File: config.mk
export PLATFORM = sky130hd
export DESIGN_NAME = aes_block_deserializer
export DESIGN_NICKNAME = d
export VERILOG_FILES = /design/src/rtl/aes_block_deserializer.sv
export SDC_FILE = /design/constraint.sdc
export NUM_CORES = 1
export LEC_CHECK = 0
export BUFFER_PORTS_ARGS = -buffer_cell sky130_fd_sc_hd__buf_2
export CAP_MARGIN = 20
export CORE_MARGIN = 2
export CORE_UTILIZATION = 35
export CTS_BUF_LIST = sky130_fd_sc_hd__clkbuf_2
export DETAILED_ROUTE_END_ITERATION = 7
export GPL_ROUTABILITY_DRIVEN = 0
export SYNTH_ARGS = -nofsm -noshare
export SYNTH_HDL_FRONTEND = slang
export SYNTH_SLANG_ARGS = --single-unit
File: constraint.sdc
create_clock -name clk -period 2.4 [get_ports clk]
set_input_delay 0.24 -clock clk [delete_from_list [all_inputs] [get_ports clk]]
set_output_delay 0.24 -clock clk [all_outputs]
set_load 0.05 [all_outputs]
File: src/rtl/aes_block_deserializer.sv
// Packs a byte stream into 128-bit AES ciphertext blocks (first byte in the MSB) behind
// a double buffer. Optional idle timeout for partial blocks is enabled by DESER_TIMEOUT_EN.
module aes_block_deserializer #(
    parameter int TIMEOUT_CYCLES = 4096,
    parameter int TO_W           = 13
) (
    input  logic         clk,
    input  logic         reset,
    input  logic [7:0]   in_data,
    input  logic         in_valid,
    output logic         in_ready,
    input  logic         in_last,
    output logic [127:0] block_out,
    output logic         block_valid,
    input  logic         block_ready,
    output logic         block_last,
    output logic         err_partial,
    output logic         err_timeout
);

    logic [3:0]   cnt_reg, cnt_next;
    logic [127:0] asm_reg, asm_next;
    logic         asm_full_reg, asm_full_next;
    logic         asm_last_reg, asm_last_next;
    logic [127:0] out_reg, out_next;
    logic         out_valid_reg, out_valid_next;
    logic         out_last_reg, out_last_next;
    logic         err_partial_reg, err_partial_next;

    logic         accept;
    logic         drain;
    logic         complete;
    logic         to_hit;
    logic [127:0] asm_merged;

    assign in_ready    = !asm_full_reg;
    assign block_out   = out_reg;
    assign block_valid = out_valid_reg;
    assign block_last  = out_last_reg;
    assign err_partial = err_partial_reg;

    assign accept   = in_valid && !asm_full_reg;
    assign drain    = out_valid_reg && block_ready;
    assign complete = accept && ((cnt_reg == 4'd15) || in_last);
    // Unwritten bytes of the assembly register are always zero, so OR-ing in the new byte
    // also yields the zero-padded short block.
    assign asm_merged = asm_reg | ({in_data, 120'b0} >> {cnt_reg, 3'b000});

`ifdef DESER_TIMEOUT_EN
    logic [TO_W-1:0] to_reg;
    logic            err_timeout_reg;

    assign to_hit      = !accept && (cnt_reg != 4'd0) && !asm_full_reg &&
                         (to_reg == TO_W'(TIMEOUT_CYCLES - 1));
    assign err_timeout = err_timeout_reg;

    always_ff @(posedge clk or negedge reset) begin
        if (!reset) begin
            to_reg          <= '0;
            err_timeout_reg <= 1'b0;
        end else begin
            err_timeout_reg <= to_hit;
            if (accept || (cnt_reg == 4'd0) || asm_full_reg || to_hit)
                to_reg <= '0;
            else
                to_reg <= to_reg + 1'b1;
        end
    end
`else
    logic unused_cfg;
    assign unused_cfg  = (TIMEOUT_CYCLES > 0) && (TO_W > 0);
    assign to_hit      = 1'b0;
    assign err_timeout = 1'b0;
`endif

    always_comb begin
        cnt_next         = cnt_reg;
        asm_next         = asm_reg;
        asm_full_next    = asm_full_reg;
        asm_last_next    = asm_last_reg;
        out_next         = out_reg;
        out_valid_next   = out_valid_reg;
        out_last_next    = out_last_reg;
        err_partial_next = 1'b0;

        if (drain) begin
            if (asm_full_reg) begin
                out_next      = asm_reg;
                out_last_next = asm_last_reg;
                asm_full_next = 1'b0;
                asm_next      = '0;
            end else begin
                out_valid_next = 1'b0;
            end
        end

        // A completing byte can never coincide with a pending asm_full block (in_ready is low).
        if (complete) begin
            err_partial_next = (cnt_reg != 4'd15);
            cnt_next         = 4'd0;
            if (!out_valid_reg || drain) begin
                out_next       = asm_merged;
                out_last_next  = in_last;
                out_valid_next = 1'b1;
                asm_next       = '0;
            end else begin
                asm_next      = asm_merged;
                asm_last_next = in_last;
                asm_full_next = 1'b1;
            end
        end else if (accept) begin
            asm_next = asm_merged;
            cnt_next = cnt_reg + 4'd1;
        end else if (to_hit) begin
            asm_next = '0;
            cnt_next = 4'd0;
        end
    end

    always_ff @(posedge clk or negedge reset) begin
        if (!reset) begin
            cnt_reg         <= 4'd0;
            asm_reg         <= '0;
            asm_full_reg    <= 1'b0;
            asm_last_reg    <= 1'b0;
            out_reg         <= '0;
            out_valid_reg   <= 1'b0;
            out_last_reg    <= 1'b0;
            err_partial_reg <= 1'b0;
        end else begin
            cnt_reg         <= cnt_next;
            asm_reg         <= asm_next;
            asm_full_reg    <= asm_full_next;
            asm_last_reg    <= asm_last_next;
            out_reg         <= out_next;
            out_valid_reg   <= out_valid_next;
            out_last_reg    <= out_last_next;
            err_partial_reg <= err_partial_next;
        end
    end

endmodule

==> flow_summary.ini <==
[outcome]
status = finished clean

[min_path]
hp-start = in_last
min_to = block_last
hold_depth = 4
hp-class = in2reg

[clock_tree]
clk_pin_slew_ns = 0.11
cts_max_path_buffers = 3
cts_sinks = 265
tritoncts = yes
htreeDepth = 3
hold_buffers = 15
postCtsSetupRepairBufs = 0
cts-root-buf = clkbuf_2
cts-resized-gates = 0
insertion_delay_ns = 0.82
cts_inserted_buffers = 74

[synthesis]
avgSynthCellArea_um2 = 10.2
synthFlopType = dfrtp_1
synth.area.mux_share_pct = 10.3
synth_simple_gate_area_share_pct = 2.82
synthXorXnorAreaFrac_pct = 0.0692
synth_cell_types = 35
synth_top_family_by_area = compound AO/OA/AOI/OAI gates
netlist_instances = 1245
mappedNetlistArea_um2 = 12700
synth_edf_count = 0
synthAdderAreaFrac_pct = 0.0989
syn_nets = 1259
ys_seq_elements = 265
yosysSeqAreaShare_pct = 52.4
synthArstFlopShare_pct = 100
yosys_warnings = 0
synth_compound_area_share_pct = 20.7

[timing]
finalSetupTns_ns = 0
holdWs_ns = 0.328
rsz0062_at_grt = no
period_share_pct = 84.9
hold_viol = 0
slew_viol_final = 0
slew_headroom_pct = 54.6
layout_min_cycle_time_ns = 2.04
fin_skew_ns = 0.0612
max_freq_ghz = 0.491
tightest_slew_ns = 0.680
setup_violations = 0

[critical_path]
regToRegSetupSlack_ns = 0.36
cp_max_fo = 27
r2r_start = cnt_reg[1]
r2r_cells = 6
arrival_ns = 2.75
path_class = reg2reg
r2r-end = block_out[125]
cp-start-kind = flop
end_kind = flop
required_ns = 3.11

[die]
die_area_um2 = 37700
io_pins = 146
die_width_um = 194
initial_utilization_pct = 35.6
die_y_um = 194
core_um2 = 35600
rows = 69

[final_layout]
layout_commonest_cell = dfrtp_1
drive_above_1_share_pct = 22.7
final_cell_mix = dfrtp_1, inv_1, buf_2
syn2layout_area_growth_pct = 16.0
nNetsFinal = 1404

[pwr]
leakage_nw = 6.56
ir_drop_mv = 0.680
power_density_nw_per_um2 = 1020

[global_route]
grtUsageTotal_pct = 18.8
grt_pass1_wl_mm = 57.2
antenna_found_initial = 2
grt_pass1_vias = 9997
grt_start_max_net_pins = 85
grt_overflow = 0

[drt]
ant_nets = 0
wl_mm = 35.8
post_drt_wl_per_cell_um = 18.8
drc = 0
drt-initial-drc-count = 805
drt_first_pass_iters = 5
vias = 9897
avgViaCountPerCell = 5.18

[placed_design]
dp_hpwl_mm = 22.0
numPortBuffers = 144

[flow_run]
drv_cap = 0
## metrics by stage
step                      cells  power, mW  util [%]  instance area (um^2)  worst slack [ns]
final                      1909       14.9      41.3                 14700             0.363
after CTS                  1907       15.1      41.3                 14700             0.300
after global placement     1760       11.7      38.9                 13800             0.466
after floorplan            1245       9.97         -                 12700             0.614
after detailed placement   1760       11.7      38.9                 13800             0.377
after global routing       1909       15.8      41.3                 14700             0.196
## report_power, final
group | leakage [nW] | total (mW) | internal (mW) | switching [mW]
logic | 2.43 | 6.08 | 1.65 | 4.43
clock network | 0.500 | 3.22 | 1.28 | 1.94
registers | 3.63 | 5.61 | 5.16 | 0.443
## synth_stat cells (all sizes together), types with 6 or more instances
library cell / instances / area (um^2)
mux2i: 129 / 1290
nand3: 6 / 30.0
a21oi: 131 / 656
nor3b: 7 / 87.6
dfrtp: 265 / 6630
clkbuf: 70 / 270
buf: 72 / 483
o211ai: 36 / 270
a31oi: 131 / 832
inv: 258 / 968
o2111ai: 92 / 806
nor2b: 12 / 75.1
and2: 9 / 56.3
## metal layers
metal | vias up | track usage (%) | share of wire [%]
met5 | - | 0 | 0.031
met4 | 2 | 5.08 | 1.3
met3 | 40 | 4.31 | 5.4
met2 | 281 | 29.5 | 47
met1 | 4923 | 26.1 | 46
li1 | 4651 | - | -
## logic make-up after synthesis
group	count (synthesis)
mux	130
fa+ha+maj	1
flops	265
xor+xnor	1
buf+inv	400
compound gates	396
other cells	1
simple gates	51
## area by class of cell
type,instances,area (um^2)
diodes,2,5.00
clock buffers,104,520
clock inverters,28,138
fillers,3583,20900
inverters,258,968
multi-input cells,580,4350
flip-flops and latches,265,6630
well taps,461,577
repair buffers,211,1490
## worst max path at each step
stage,startpoint,to,cells after the start
floorplan,block_valid,asm_reg[121],5
global placement,cnt_reg[1],block_out[41],5
detailed placement,cnt_reg[1],block_out[48],6
CTS,asm_full_reg,in_ready,2
global route,asm_full_reg,block_out[90],5
finish,cnt_reg[1],block_out[125],6
## worst max-delay path, stage by stage, from the launching register on
cell and delay [ns]:
dfrtp_2 0.37, ha_1 0.24, a31oi_2 0.18, o31ai_4 0.48
buf_4 0.25, buf_12 0.20, mux2i_1 0.22
Note: power is estimated with default switching activity, not from simulation.
